## src/rtl/memory_unit.sv

```systemverilog
// Memory stage: holds one instruction in R, drives data-memory strobes for
// loads/stores, stalls upstream on outstanding accesses and load-use hazards.
module memory_unit (
  input  logic        clk,
  input  logic        rst_n,
  input  logic [31:0] instr_in,
  input  logic        branch_in,
  input  logic [3:0]  exec_rn,
  input  logic [3:0]  exec_rm,
  input  logic [3:0]  exec_rs,
  input  logic [2:0]  exec_use,
  input  logic        mem_ready,
  output logic [3:0]  rd,
  output logic        rd_valid,
  output logic        sel_stall,
  output logic        mem_rd_en,
  output logic        mem_wr_en,
  output logic [31:0] instr_out,
  output logic        wb_valid,
  output logic        sel_wb,
  output logic        en_wb,
  output logic        mem_timeout
);

  typedef enum logic [1:0] {RUN, ACCESS, BUBBLE} state_e;

  state_e      state_q, state_d;
  logic [31:0] r_instr_q;
  logic        r_valid_q;
  logic [31:0] instr_out_q;
  logic        wb_valid_q, sel_wb_q, en_wb_q;
  logic [3:0]  wait_cnt_q;
  logic        mem_timeout_q;

  logic r_alu, r_ldr, r_str, in_mem, lu_hit, ack, waiting, capture, wb_load;

  function automatic logic is_alu(input logic [31:0] i);
    return (i[27] == 1'b0) && (i[31:28] != 4'hF);
  endfunction

  function automatic logic is_ldr(input logic [31:0] i);
    return ((i[27:26] == 2'b11) && i[21]) || (i[27:24] == 4'b1000);
  endfunction

  function automatic logic is_str(input logic [31:0] i);
    return (i[27:26] == 2'b11) && !i[21];
  endfunction

  always_comb begin
    r_alu   = is_alu(r_instr_q);
    r_ldr   = is_ldr(r_instr_q);
    r_str   = is_str(r_instr_q);
    in_mem  = !branch_in && (is_ldr(instr_in) || is_str(instr_in));
    lu_hit  = r_valid_q && r_ldr &&
              ((exec_use[0] && (exec_rn == r_instr_q[15:12])) ||
               (exec_use[1] && (exec_rm == r_instr_q[15:12])) ||
               (exec_use[2] && (exec_rs == r_instr_q[15:12])));
    ack     = (state_q == ACCESS) && mem_ready;
    waiting = (state_q == ACCESS) && !mem_ready;
    // R advances in RUN, or on an acknowledged access with no dependent consumer
    capture = (state_q == RUN) || (ack && !lu_hit);
    wb_load = (state_q == RUN) || ack;
  end

  always_ff @(posedge clk or negedge rst_n) begin
    if (!rst_n) state_q <= RUN;
    else        state_q <= state_d;
  end

  always_comb begin
    state_d = state_q;
    unique case (state_q)
      RUN:     state_d = in_mem ? ACCESS : RUN;
      ACCESS: begin
        if (!mem_ready)  state_d = ACCESS;
        else if (lu_hit) state_d = BUBBLE;
        else             state_d = in_mem ? ACCESS : RUN;
      end
      BUBBLE:  state_d = RUN;
      default: state_d = RUN;
    endcase
  end

  always_comb begin
    mem_rd_en = (state_q == ACCESS) && r_ldr;
    mem_wr_en = (state_q == ACCESS) && r_str;
    sel_stall = ((state_q == ACCESS) && (!mem_ready || lu_hit)) || (state_q == BUBBLE);
    rd_valid  = r_valid_q && (r_alu || r_ldr);
    rd        = rd_valid ? r_instr_q[15:12] : 4'h0;
  end

  always_ff @(posedge clk or negedge rst_n) begin
    if (!rst_n) begin
      r_instr_q     <= '0;
      r_valid_q     <= 1'b0;
      instr_out_q   <= '0;
      wb_valid_q    <= 1'b0;
      sel_wb_q      <= 1'b0;
      en_wb_q       <= 1'b0;
      wait_cnt_q    <= '0;
      mem_timeout_q <= 1'b0;
    end else begin
      if (wb_load) begin
        instr_out_q <= r_instr_q;
        wb_valid_q  <= r_valid_q;
        sel_wb_q    <= r_valid_q && r_ldr;
        en_wb_q     <= r_valid_q && (r_alu || r_ldr);
      end else begin
        instr_out_q <= '0;
        wb_valid_q  <= 1'b0;
        sel_wb_q    <= 1'b0;
        en_wb_q     <= 1'b0;
      end

      if (capture) begin
        r_instr_q <= branch_in ? '0 : instr_in;
        r_valid_q <= !branch_in;
      end else if (ack && lu_hit) begin
        r_instr_q <= '0;
        r_valid_q <= 1'b0;
      end

      // flag rises on the same edge the counter reaches 15
      if (capture) begin
        wait_cnt_q <= '0;
      end else if (waiting) begin
        if (wait_cnt_q != 4'hF) wait_cnt_q <= wait_cnt_q + 4'd1;
        if (wait_cnt_q >= 4'd14) mem_timeout_q <= 1'b1;
      end
    end
  end

  assign instr_out   = instr_out_q;
  assign wb_valid    = wb_valid_q;
  assign sel_wb      = sel_wb_q;
  assign en_wb       = en_wb_q;
  assign mem_timeout = mem_timeout_q;

endmodule

```

## config.mk

```make
export PLATFORM = sky130hd
export DESIGN_NAME = memory_unit
export DESIGN_NICKNAME = d
export VERILOG_FILES = /design/src/rtl/memory_unit.sv
export SDC_FILE = /design/constraint.sdc
export NUM_CORES = 1
export LEC_CHECK = 0
export BUFFER_PORTS_ARGS = -buffer_cell sky130_fd_sc_hd__buf_4
export CAP_MARGIN = 30
export CORE_UTILIZATION = 50
export CTS_CLUSTER_DIAMETER = 60
export CTS_CLUSTER_SIZE = 24
export DETAILED_ROUTE_END_ITERATION = 16
export PLACE_DENSITY = 0.86
export SYNTH_ARGS = -nofsm -noshare
export SYNTH_HDL_FRONTEND = slang
export SYNTH_SLANG_ARGS = --single-unit
```

## constraint.sdc

```tcl
create_clock -name clk -period 2.3 [get_ports clk]
set_input_delay 0.345 -clock clk [delete_from_list [all_inputs] [get_ports clk]]
set_output_delay 0.345 -clock clk [all_outputs]
set_load 0.01 [all_outputs]
```

# Word level (Yosys, flattened, before mapping)
# Cells that the tools add are included.
[classes]
n_bitwise = 2
add_sub_neg = 1
order_cmp = 1
n_eq_ne = 11
n_reduce_logical = 40
muxes = 17
[ops]
columns = ["operator", "n"]
rows = [
  ["32-bit 2-to-1 mux", 4],
  ["1-bit logical AND", 19],
  ["4-bit 2-to-1 mux", 4],
  ["4-bit equality test", 3],
  ["1-bit logical OR", 10],
  ["4-bit equality test (second input constant)", 2],
  ["4-bit != test (second input constant)", 2],
  ["2-bit equality test (second input constant)", 3],
  ["1-bit 2-to-1 mux", 6],
  ["2-bit nonzero test", 3],
  ["1-bit logical NOT", 5],
  ["4-bit by 1-bit adder with 4-bit output (second input constant)", 1],
  ["4-bit >= comparator (second input constant)", 1],
  ["2-bit 2-to-1 mux", 2],
  ["2-bit one-hot mux with 2 select lines", 1],
  ["3-bit AND reduction", 1],
  ["2-bit by 1-bit equality test with 1-bit output (second input constant)", 1],
  ["2-bit logical NOT", 1],
  ["1-bit NOT", 2],
  ["2-bit AND reduction", 1],
]
[word_totals]
elab_cells = 81
ff_bits = 75

# Longest topological paths before layout
# Gate-level depths: netlist of run 1.
[depth]
depth_word = 10
mapped_depth = 8
depth_no_buf = 6

# Least setup slack after synthesis of run 1
# Ideal clock, no wire load.
[synth_timing]
kind = "flip-flop to output port"
startpoint = "reg r_instr_q[26]"
endpoint = "out sel_stall"
path_slack_ps = 404
t_required_ps = 1955
t_arrival_ps = 1551
n_path_buf = 0
path_stages_with_launch = 7
path_cell_list = "dfrtp_1 > or3_1 > a21boi_2 > nand2_2 > a31oi_4 > and2_1 > a21bo_2"
[synth_via]
elab_chain_len = 8
[synth_lines]
columns = ["item", "line", "text"]
rows = [
  ["start, declared", "28", "logic [31:0] r_instr_q;"],
  ["start signal, assigned", "116", "r_instr_q <= branch_in ? '0 : instr_in;"],
  ["2-bit equality test", "42", "return ((i[27:26] == 2'b11) && i[21]) || (i[27:24] == 4'b1000);"],
  ["1-bit logical AND", "42", ""],
  ["1-bit logical OR *", "42", ""],
  ["1-bit logical AND * (2 in series)", "54", "lu_hit = r_valid_q && r_ldr &&"],
  ["1-bit logical OR *", "87", "sel_stall = ((state_q == ACCESS) && (!mem_ready || lu_hit)) || (state_q == BUBBLE);"],
  ["1-bit logical AND *", "87", ""],
  ["1-bit logical OR *", "87", ""],
  ["end, declared", "15", "output logic sel_stall,"],
]
# Every way passes the cells marked *; elsewhere a longest branch is shown, timed or not.

# Worst setup path in the final report of run 1
# Same ends and word-level chain as after synthesis.

==> flow_summary.yaml, run 1 <==
status:
  outcome: "finished clean"
layout:
  drive_gt1_frac: 0.395
  post-route-util: 0.715
  register_area_um2: 1880
  design_area_um2: 4010
  fillers: 429
  nets: 381
  multi_input_area_um2: 998
  area_delta_synth_final_pct: 35.8
  insertedDiodeCount: 0
  final_cells: 404
sta:
  slew_headroom: 0.404
  fin_skew_ns: 0.00797
  hold_slack_ns: 0.123
  final_max_slew_viol_count: 0
  fmax_mhz: 439
  min_period_ns: 2.28
  timing.final.crit_share: 0.991
  tns_ns: 0
  rsz0062_at_grt: "yes"
  tightest_slew_ns: 0.895
  finalHoldViolCount: 0
  setup_viol: 0
power:
  switchingPower_uw: 775
  irDropWorstVdd_uv: 426
  power.internal_uw: 2440
  pwr-share-seq: 0.472
  switching_share: 0.241
  pwr_density_cell_nw_per_um2: 803
  p_leak_uw: 0.00202
  p_clk_frac: 0.371
  comb_power_share: 0.157
drt:
  vias: 2091
  viasPerCell: 5.18
  wl_per_cell_um: 15.4
  ant_nets: 0
  drtIter0Drc: 81
  drtPass1Iterations: 4
  wirelength_mm: 6.22
  drcViolationCount: 0
logic_synthesis:
  netlist_top_cells_count: "75 x dfrtp_1, 39 x and2_1, 31 x a22o_1, 9 x xor2_1, 8 x nor2_1"
  post_synth.cell_area_avg_um2: 13.1
  synth_ff_type: "dfrtp_1"
  synthTopCellsByArea: "dfrtp_1 64%, a22o_1 9.2%, and2_1 8.3%, xor2_1 2.7%, xnor2_1 1.2%"
  yosysSeqAreaShare: 0.636
  synth-async-reset-ratio: 1.00
  synth_top_area_frac: 0.636
  yosysUniqueCellTypes: 34
  yosysMostFrequentCell: "dfrtp_1"
  ys_ff_latch: 75
  ys.warnings.count: 0
  yosysTopAreaCell: "dfrtp_1"
  synth_nets: 279
  syn_inst: 226
  synthesis.area_um2: 2950
  synth-edff-count: 0
global_route:
  antenna_found_initial: 0
  grt_pass1_wl_mm: 10.1
  grt.total_usage: 0.221
  grt_overflow_total: 0
  grt_max_degree: 76
  first_global_vias: 2141
clock_network:
  clock_latency_ns: 0.34
  cts_buffers: 9
  cts_tree: "built"
  clockBufferDepth: 2
  cts.clk_slew.worst_paths_ns: 0.08
  hold_buffers: 0
  cts_sinks: 75
  htreeDepth: 3
  cts-root-buf: "clkbuf_8"
critical_path:
  crit_arrival_ns: 1.93
  cp_max_fo: 3
  worst_setup_path_end_kind: "primary output"
  required_ns: 1.96
  crit_path_start_kind: "flip-flop"
  crit_type: "flip-flop to primary output"
place:
  place_congestion: 0.781
  placed_cells: 383
  hpwl_mm: 4.35
  port_buffers: 94
  place_area_um2: 3700
die:
  die_area_um2: 6210
  die_w_um: 78.8
  fp.dieH_um: 78.8
  initial_utilization: 0.526
  fp.coreArea_um2: 5610
  num_rows: 27
  ioPinCount: 95
run:
  max_cap_violations: 0
hold_path:
  hold_path_class: "input pin to asynchronous set/reset pin"
[what timing repair did]
item	CTS	global route
buffers inserted	4	2
endpoints found under the hold margin	0	0
resized for setup	2	4
gates cloned	0	0
setup endpoints to repair	1	5
pin swaps	4	2
[registers in the layout, indices dropped and copies added (netlist names)]
signal / cells
en_wb: 1
state_q: 2
r_instr_q: 32
sel_wb: 1
r_valid_q: 1
mem_timeout: 1
instr_out: 32
wb_valid: 1
wait_cnt_q: 4
[worst paths after layout]
path / slack (ns) / cells past startpoint / from / endpoint
max reg2reg: 0.26 / 8 / r_instr_q[26] / r_instr_q[29]
min reg2reg: 0.47 / 1 / mem_timeout / mem_timeout
max in group asynchronous: 1.54 / 1 / rst_n / r_instr_q[12]
max: 0.02 / 7 / r_instr_q[26] / sel_stall
min: 0.12 / 1 / rst_n / instr_out[10]
min in group clk: 0.22 / 2 / instr_in[13] / r_instr_q[13]
[logic make-up after synthesis]
kind of cell / count (synthesis) / synth area share
AO/OA/AOI/OAI: 47 / 0.145
XOR/XNOR: 13 / 0.0386
adder cells (fa/ha/maj): 2 / 0.00848
buffers and inverters: 18 / 0.0318
flip-flops: 75 / 0.636
multiplexers: 2 / 0.00679
AND/OR/NAND/NOR: 69 / 0.133
[through the flow]
step | power [uW] | setup WS, ns
floorplan | 1770 | 0.404
global placement | 2020 | 0.274
detailed placement | 2040 | 0.207
CTS | 3240 | -0.00317
global route | 3350 | -0.0539
finish | 3220 | 0.0205
[power groups by stage]
| stage | clock, uW | sequential [uW] | combinational, uW |
|---|---|---|---|
| finish | 1190 | 1520 | 505 |
| global route | 1270 | 1530 | 549 |
| CTS | 1220 | 1520 | 504 |
| detailed placement | 0 | 1540 | 491 |
| global placement | 0 | 1540 | 479 |
| floorplan | 0 | 1550 | 218 |
[layout make-up]
cell class,instances,share of cell area
multi-input combinational,133,0.249
inverter,5,0.00468
timing repair buffer,104,0.196
tap,72,0.0225
clock buffer,9,0.0309
sequential,75,0.469
clock inverter,6,0.0281
[routing by layer]
layer,vias up,track usage,share of wire
met5,-,0,0
met4,0,0.138,0.034
met3,19,0.0471,0.052
met2,71,0.365,0.52
met1,1018,0.264,0.40
li1,983,-,-
[critical path: stages (launching register included)]
cell and delay (ns):
dfrtp_1 0.38, or3_4 0.40, a21boi_4 0.18, nand2_2 0.10, a31oi_4 0.17, and2_4 0.17, a21bo_2 0.12, buf_6 0.09
[layout by cell type, fill, tap and decap left out, types with 2 or more instances in the layout]
cell	n
a21oi_1	2
a22o_1	31
and2_1	38
buf_4	103
bufinv_16	3
clkbuf_8	9
dfrtp_1	73
dfrtp_2	2
ha_1	2
inv_1	5
mux2i_1	2
nand2_1	4
nand2b_1	4
nand3_1	5
nor2_1	8
nor3_1	4
o2111ai_1	2
xnor2_1	4
xor2_1	9
Power figures use the tool's default switching activity.
==> inputs of run 2 (changes only) <==
Settings changed: CTS_CLUSTER_SIZE 24 to not set, PLACE_DENSITY 0.86 to 0.84.
==> run 2 against run 1 <==
Net effect:
- power fell by 5.4%
- final area decreased by 1.2%
- clock-buffer cell count increased by 2
- utilization shrank 0.89 points
- largest cell class unchanged
- final cell count down 0.25%
- clock skew is 0.0013 ns higher
- worst setup slack gained 0.021 ns
- via count fell by 0.38%
- highest routed layer unchanged
- register-to-register slack improved by 0.02 ns
- sequential power hardly changed
- routed wire length shrank 3.5%
==> flow_summary.yaml, run 2 (synthesized netlist as in run 1, its figures left out) <==
layout:
  layout_common_cells: "102 x buf_4, 73 x dfrtp_1, 38 x and2_1, 31 x a22o_1, 11 x clkbuf_8"
  area_delta_synth_final_pct: 34.1
  nets: 379
  drive_gt1_frac: 0.396
  final_cells: 403
  final_common_cell: "buf_4"
  insertedDiodeCount: 0
die:
  ioPinCount: 95
  fp.coreArea_um2: 5610
  die_area_um2: 6210
  initial_utilization: 0.526
  die_w_um: 78.8
  num_rows: 27
  fp.dieH_um: 78.8
sta:
  rsz0062_at_grt: "yes"
  fin_skew_ns: 0.00925
  finalHoldViolCount: 0
  tightest_slew_ns: 0.909
  fin_ws_ns: 0.0419
  min_period_ns: 2.26
  setup_viol: 0
  timing.final.crit_share: 0.982
  tns_ns: 0
  slew_headroom: 0.394
  final_max_slew_viol_count: 0
  fmax_mhz: 443
clock_network:
  htreeDepth: 3
  cts.clk_slew.worst_paths_ns: 0.08
  cts-root-buf: "clkbuf_8"
  cts_buffers: 9
  clock_latency_ns: 0.33
  clockBufferDepth: 2
  cts_sinks: 75
  hold_buffers: 0
  cts_tree: "built"
drt:
  drcViolationCount: 0
  viasPerCell: 5.17
  drtIter0Drc: 150
  vias: 2083
  wl_per_cell_um: 14.9
  wirelength_mm: 6.01
  ant_nets: 0
  drtPass1Iterations: 4
global_route:
  grt_max_degree: 76
  grt_overflow_total: 0
  antenna_found_initial: 0
  grt.total_usage: 0.210
  grt_pass1_wl_mm: 9.79
  first_global_vias: 2024
critical_path:
  crit_path_start_kind: "flip-flop"
  cpPeakStageDelay_ns: 0.39
  slowest_stage: "or3_4"
  r2r-end: "r_instr_q[30]"
  regToRegSetupSlack_ns: 0.28
  reg2reg_depth: 8
  required_ns: 1.96
  worst_setup_path_end_kind: "primary output"
  crit_type: "flip-flop to primary output"
  crit_chain: "or3_4, a21boi_2, nand2_2, a31oi_4, and2_4, a21bo_2, buf_4"
  cp_max_fo: 2
  crit_arrival_ns: 1.91
  r2r_start: "r_instr_q[26]"
place:
  place_congestion: 0.804
  port_buffers: 94
  placed_cells: 383
  dp_slack_ns: 0.226
  hpwl_mm: 4.19
power:
  p_leak_uw: 0.00200
  pwr_density_cell_nw_per_um2: 769
  total_power_uw: 3040
  irDropWorstVdd_uv: 391
hold_path:
  hold_path_class: "input pin to asynchronous set/reset pin"
run:
  max_cap_violations: 0
status:
  outcome: "finished clean"
[run 2: worst max-delay path by stage]
stage	start	to	cells past startpoint
global placement	r_instr_q[26]	sel_stall	7
finish	r_instr_q[26]	sel_stall	7
CTS	r_instr_q[12]	sel_stall	7
global route	r_instr_q[12]	sel_stall	7
floorplan	r_instr_q[26]	sel_stall	6
detailed placement	r_instr_q[26]	sel_stall	7
[run 2: area by class of cell]
class	instances	area [um^2]
multi-input cells	133	992
inverters	5	18.8
well taps	72	90.1
clock inverters	5	60.1
flip-flops and latches	75	1880
fillers	413	1650
repair buffers	102	766
clock buffers	11	151
[run 2: metal layers]
metal	share of wire	routed length [um]	track usage	vias up
met1	0.42	2530	0.267	1031
met2	0.53	3160	0.347	69
met3	0.043	260	0.0483	4
li1	-	-	-	979
met4	0.010	61	0.0836	0
met5	0	0	0	-
[run 2: through the flow]
step                      hold slack [ns]   util  cell area [um^2]
after floorplan                    0.0494      -              2950
after global placement              0.454  0.661              3700
after detailed placement            0.456  0.661              3700
after CTS                           0.171  0.702              3940
after global routing                0.204  0.706              3960
final                               0.132  0.706              3960
[run 2: repair_timing]
item,4_1_cts,5_1_grt
endpoints found under the setup margin,1,5
gates resized for setup,0,5
pin swaps,1,2
hold endpoints to repair,0,0
buffers inserted,3,1
[run 2: where the power goes]
group / switching (uW) / internal (uW) / leakage (uW)
Clock: 467 / 565 / 0.000106
Sequential: 70.9 / 1450 / 0.000945
Combinational: 222 / 273 / 0.000944
[run 2: critical path: cells and delay by family (launching register included)]
kind	cells	cell delay [ns]
AOI/OAI and AO/OA	3	0.46
buffers and inverters	1	0.11
DFF	1	0.38
and+or+nand+nor	3	0.65
==> inputs of run 3 (changes only) <==
Settings changed: ABC_AREA set to 1, CORE_UTILIZATION 50 to 52, PLACE_DENSITY 0.84 to 0.85.
==> run 3 against run 2 <==
Net effect:
- final area grew 9.7%
- clock power shrank 12%
- final cell count grew 49%
- via count grew 39%
- first-iteration DRC count grew 1.3%
- utilization shrank 2.2 points
- synthesized cell count grew 90%
- hold slack gained 0.16 ns
- maximum frequency grew 5.7%
- sequential cell count is the same
- critical endpoint is now rd[1]
- largest power group unchanged
==> flow_summary.yaml, run 3 <==
layout:
  final_common_cell: "nand2_1"
  nets: 572
  fillers: 523
  drive_gt1_frac: 0.235
  area_delta_synth_final_pct: 27.4
  post-route-util: 0.684
  layout_common_cells: "98 x nand2_1, 95 x buf_4, 82 x nor2_1, 79 x inv_1, 75 x dfrtp_1"
  insertedDiodeCount: 0
logic_synthesis:
  yosysUniqueCellTypes: 24
  synth-async-reset-ratio: 1.00
  syn_inst: 429
  yosysTopAreaCell: "dfrtp_1"
  ys_ff_latch: 75
  synthesis.area_um2: 3410
  synth_nets: 482
  netlist_top_cells_count: "98 x nand2_1, 82 x nor2_1, 79 x inv_1, 75 x dfrtp_1, 41 x nand3_1"
  synth-edff-count: 0
  synth_ff_type: "dfrtp_1"
  synth_top_area_frac: 0.551
  ys.warnings.count: 0
  synthTopCellsByArea: "dfrtp_1 55%, nand2_1 11%, nor2_1 9.0%, inv_1 8.7%, nand3_1 6.0%"
  yosysSeqAreaShare: 0.551
  post_synth.cell_area_avg_um2: 7.94
  yosysMostFrequentCell: "nand2_1"
clock_network:
  post_cts_resized: 0
  htreeDepth: 3
  clockBufferDepth: 2
  cts_buffers: 9
  cts-root-buf: "clkbuf_8"
  clock_latency_ns: 0.34
  cts.clk_slew.worst_paths_ns: 0.07
  cts_tree: "built"
  cts_sinks: 75
run:
  max_cap_violations: 0
sta:
  tightest_slew_ns: 0.459
  timing.final.crit_share: 0.929
  slew_headroom: 0.694
  fmax_mhz: 468
  tns_ns: 0
  setup_viol: 0
  final_max_slew_viol_count: 0
  rsz0062_at_grt: "no"
  min_period_ns: 2.14
  fin_skew_ns: 0.00875
  finalHoldViolCount: 0
critical_path:
  cpPeakStageDelay_ns: 0.39
  cpMostUsedCell: "inv_1"
  crit_chain: "inv_1, nand4_1, nand2_1, inv_1, nor2_2, inv_1, nand2_1, inv_1, nor2_1, buf_4"
  crit_arrival_ns: 1.79
  crit_type: "flip-flop to primary output"
  required_ns: 1.96
  crit_family: "simple AND/OR/NAND/NOR gates"
  critPathBufInv: 5
  regToRegSetupSlack_ns: 0.53
  worst_setup_path_end_kind: "primary output"
  cp_max_fo: 5
  slowest_stage: "dfrtp_1"
  r2r-end: "wait_cnt_q[2]"
  r2r_start: "r_instr_q[12]"
  reg2reg_depth: 8
  crit_path_start_kind: "flip-flop"
hold_path:
  worstHoldStart: "mem_ready"
  hold-path-cell-count: 3
  worstHoldEndpoint: "state_q[1]"
  hold_path_class: "input pin to flip-flop"
die:
  die_area_um2: 6880
  fp.dieH_um: 82.9
  die_w_um: 82.9
  num_rows: 29
  ioPinCount: 95
  fp.coreArea_um2: 6350
  initial_utilization: 0.537
global_route:
  grt_pass1_wl_mm: 12.6
  grt_overflow_total: 0
  grt.total_usage: 0.230
  grt_max_degree: 53
  first_global_vias: 2895
  antenna_found_initial: 0
drt:
  drtPass1Iterations: 4
  drtIter0Drc: 152
  drcViolationCount: 0
  ant_nets: 0
  vias: 2903
  wl_per_cell_um: 12.2
  wirelength_mm: 7.34
  viasPerCell: 4.84
place:
  port_buffers: 94
  hpwl_mm: 5.01
  place_congestion: 0.828
power:
  irDropWorstVdd_uv: 555
  pwr_density_cell_nw_per_um2: 679
  p_leak_uw: 0.00251
status:
  outcome: "finished clean"
[run 3: cell types whose count changed in the layout (fill, tap and decap cells not counted), moves of 4 or more]
| cell | change |
|---|---|
| inv_2 | +5 |
| a22o_1 | -31 |
| nand3_1 | +36 |
| buf_4 | -7 |
| inv_1 | +74 |
| xor2_1 | -8 |
| nand2_1 | +94 |
| o21ai_0 | +5 |
| nand2b_1 | -4 |
| nor2_1 | +74 |
| and2_1 | -38 |
[run 3: worst min-delay path: cells and delay by family]
family	cells	cell delay [ns]
and+or+nand+nor	2	0.13
buffers and inverters	1	0.11
[run 3: power breakdown]
part	internal, uW	leakage [uW]	switching [uW]
registers	1440	0.000984	64.0
clock network	443	0.0000912	467
logic	240	0.00143	298
[run 3: cells by family (layout without fill, tap and decap cells)]
family,count (synthesis),in the layout,synth area share
xor gates and xnor gates,6,6,0.0154
AOI/OAI and AO/OA,12,12,0.0228
buffers and inverters,103,197,0.123
and+or+nand+nor,231,231,0.281
adders and majority gates,2,2,0.00734
DFF,75,75,0.551
[run 3: area by class of cell]
| cell class | count | area [um^2] | area share |
|---|---|---|---|
| clock buffer | 11 | 151 | 0.0349 |
| clock inverter | 4 | 26.3 | 0.00605 |
| tap | 77 | 96.3 | 0.0222 |
| multi-input combinational | 251 | 1110 | 0.256 |
| inverter | 84 | 315 | 0.0726 |
| sequential | 75 | 1880 | 0.432 |
| timing repair buffer | 98 | 763 | 0.176 |
[run 3: worst max-delay path by stage]
stage | cells past startpoint | end | startpoint | slack (ns)
finish | 10 | rd[1] | r_instr_q[24] | 0.16
CTS | 10 | rd[1] | r_instr_q[26] | 0.16
global route | 10 | rd[0] | r_instr_q[26] | 0.01
floorplan | 9 | rd[0] | r_instr_q[26] | 0.72
global placement | 10 | rd[2] | r_instr_q[26] | 0.58
detailed placement | 8 | wait_cnt_q[2] | r_instr_q[12] | 0.53
[run 3: timing repair]
action	in CTS	in global routing
setup buffers	0	0
endpoints found under the hold margin	35	0
hold buffers	1	0
[run 3: metal layers]
metal,vias up,part of all wire,routed length [um],GRT usage
met5,-,0,0,0
met4,0,0.016,119,0.0893
met1,1363,0.42,3050,0.272
met2,88,0.51,3760,0.392
li1,1442,-,-,-
met3,10,0.056,411,0.0716
[run 3: through the flow]
step	area [um^2]	power (uW)	std cells	setup WS [ns]	hold slack (ns)
2_1_floorplan	3410	1790	429	0.720	0.0494
3_3_place_gp	4130	2040	583	0.577	0.325
3_5_place_dp	4150	2060	584	0.533	0.329
4_1_cts	4340	2980	600	0.160	0.278
5_1_grt	4340	3110	600	0.0118	0.275
6_report	4340	2950	600	0.163	0.292
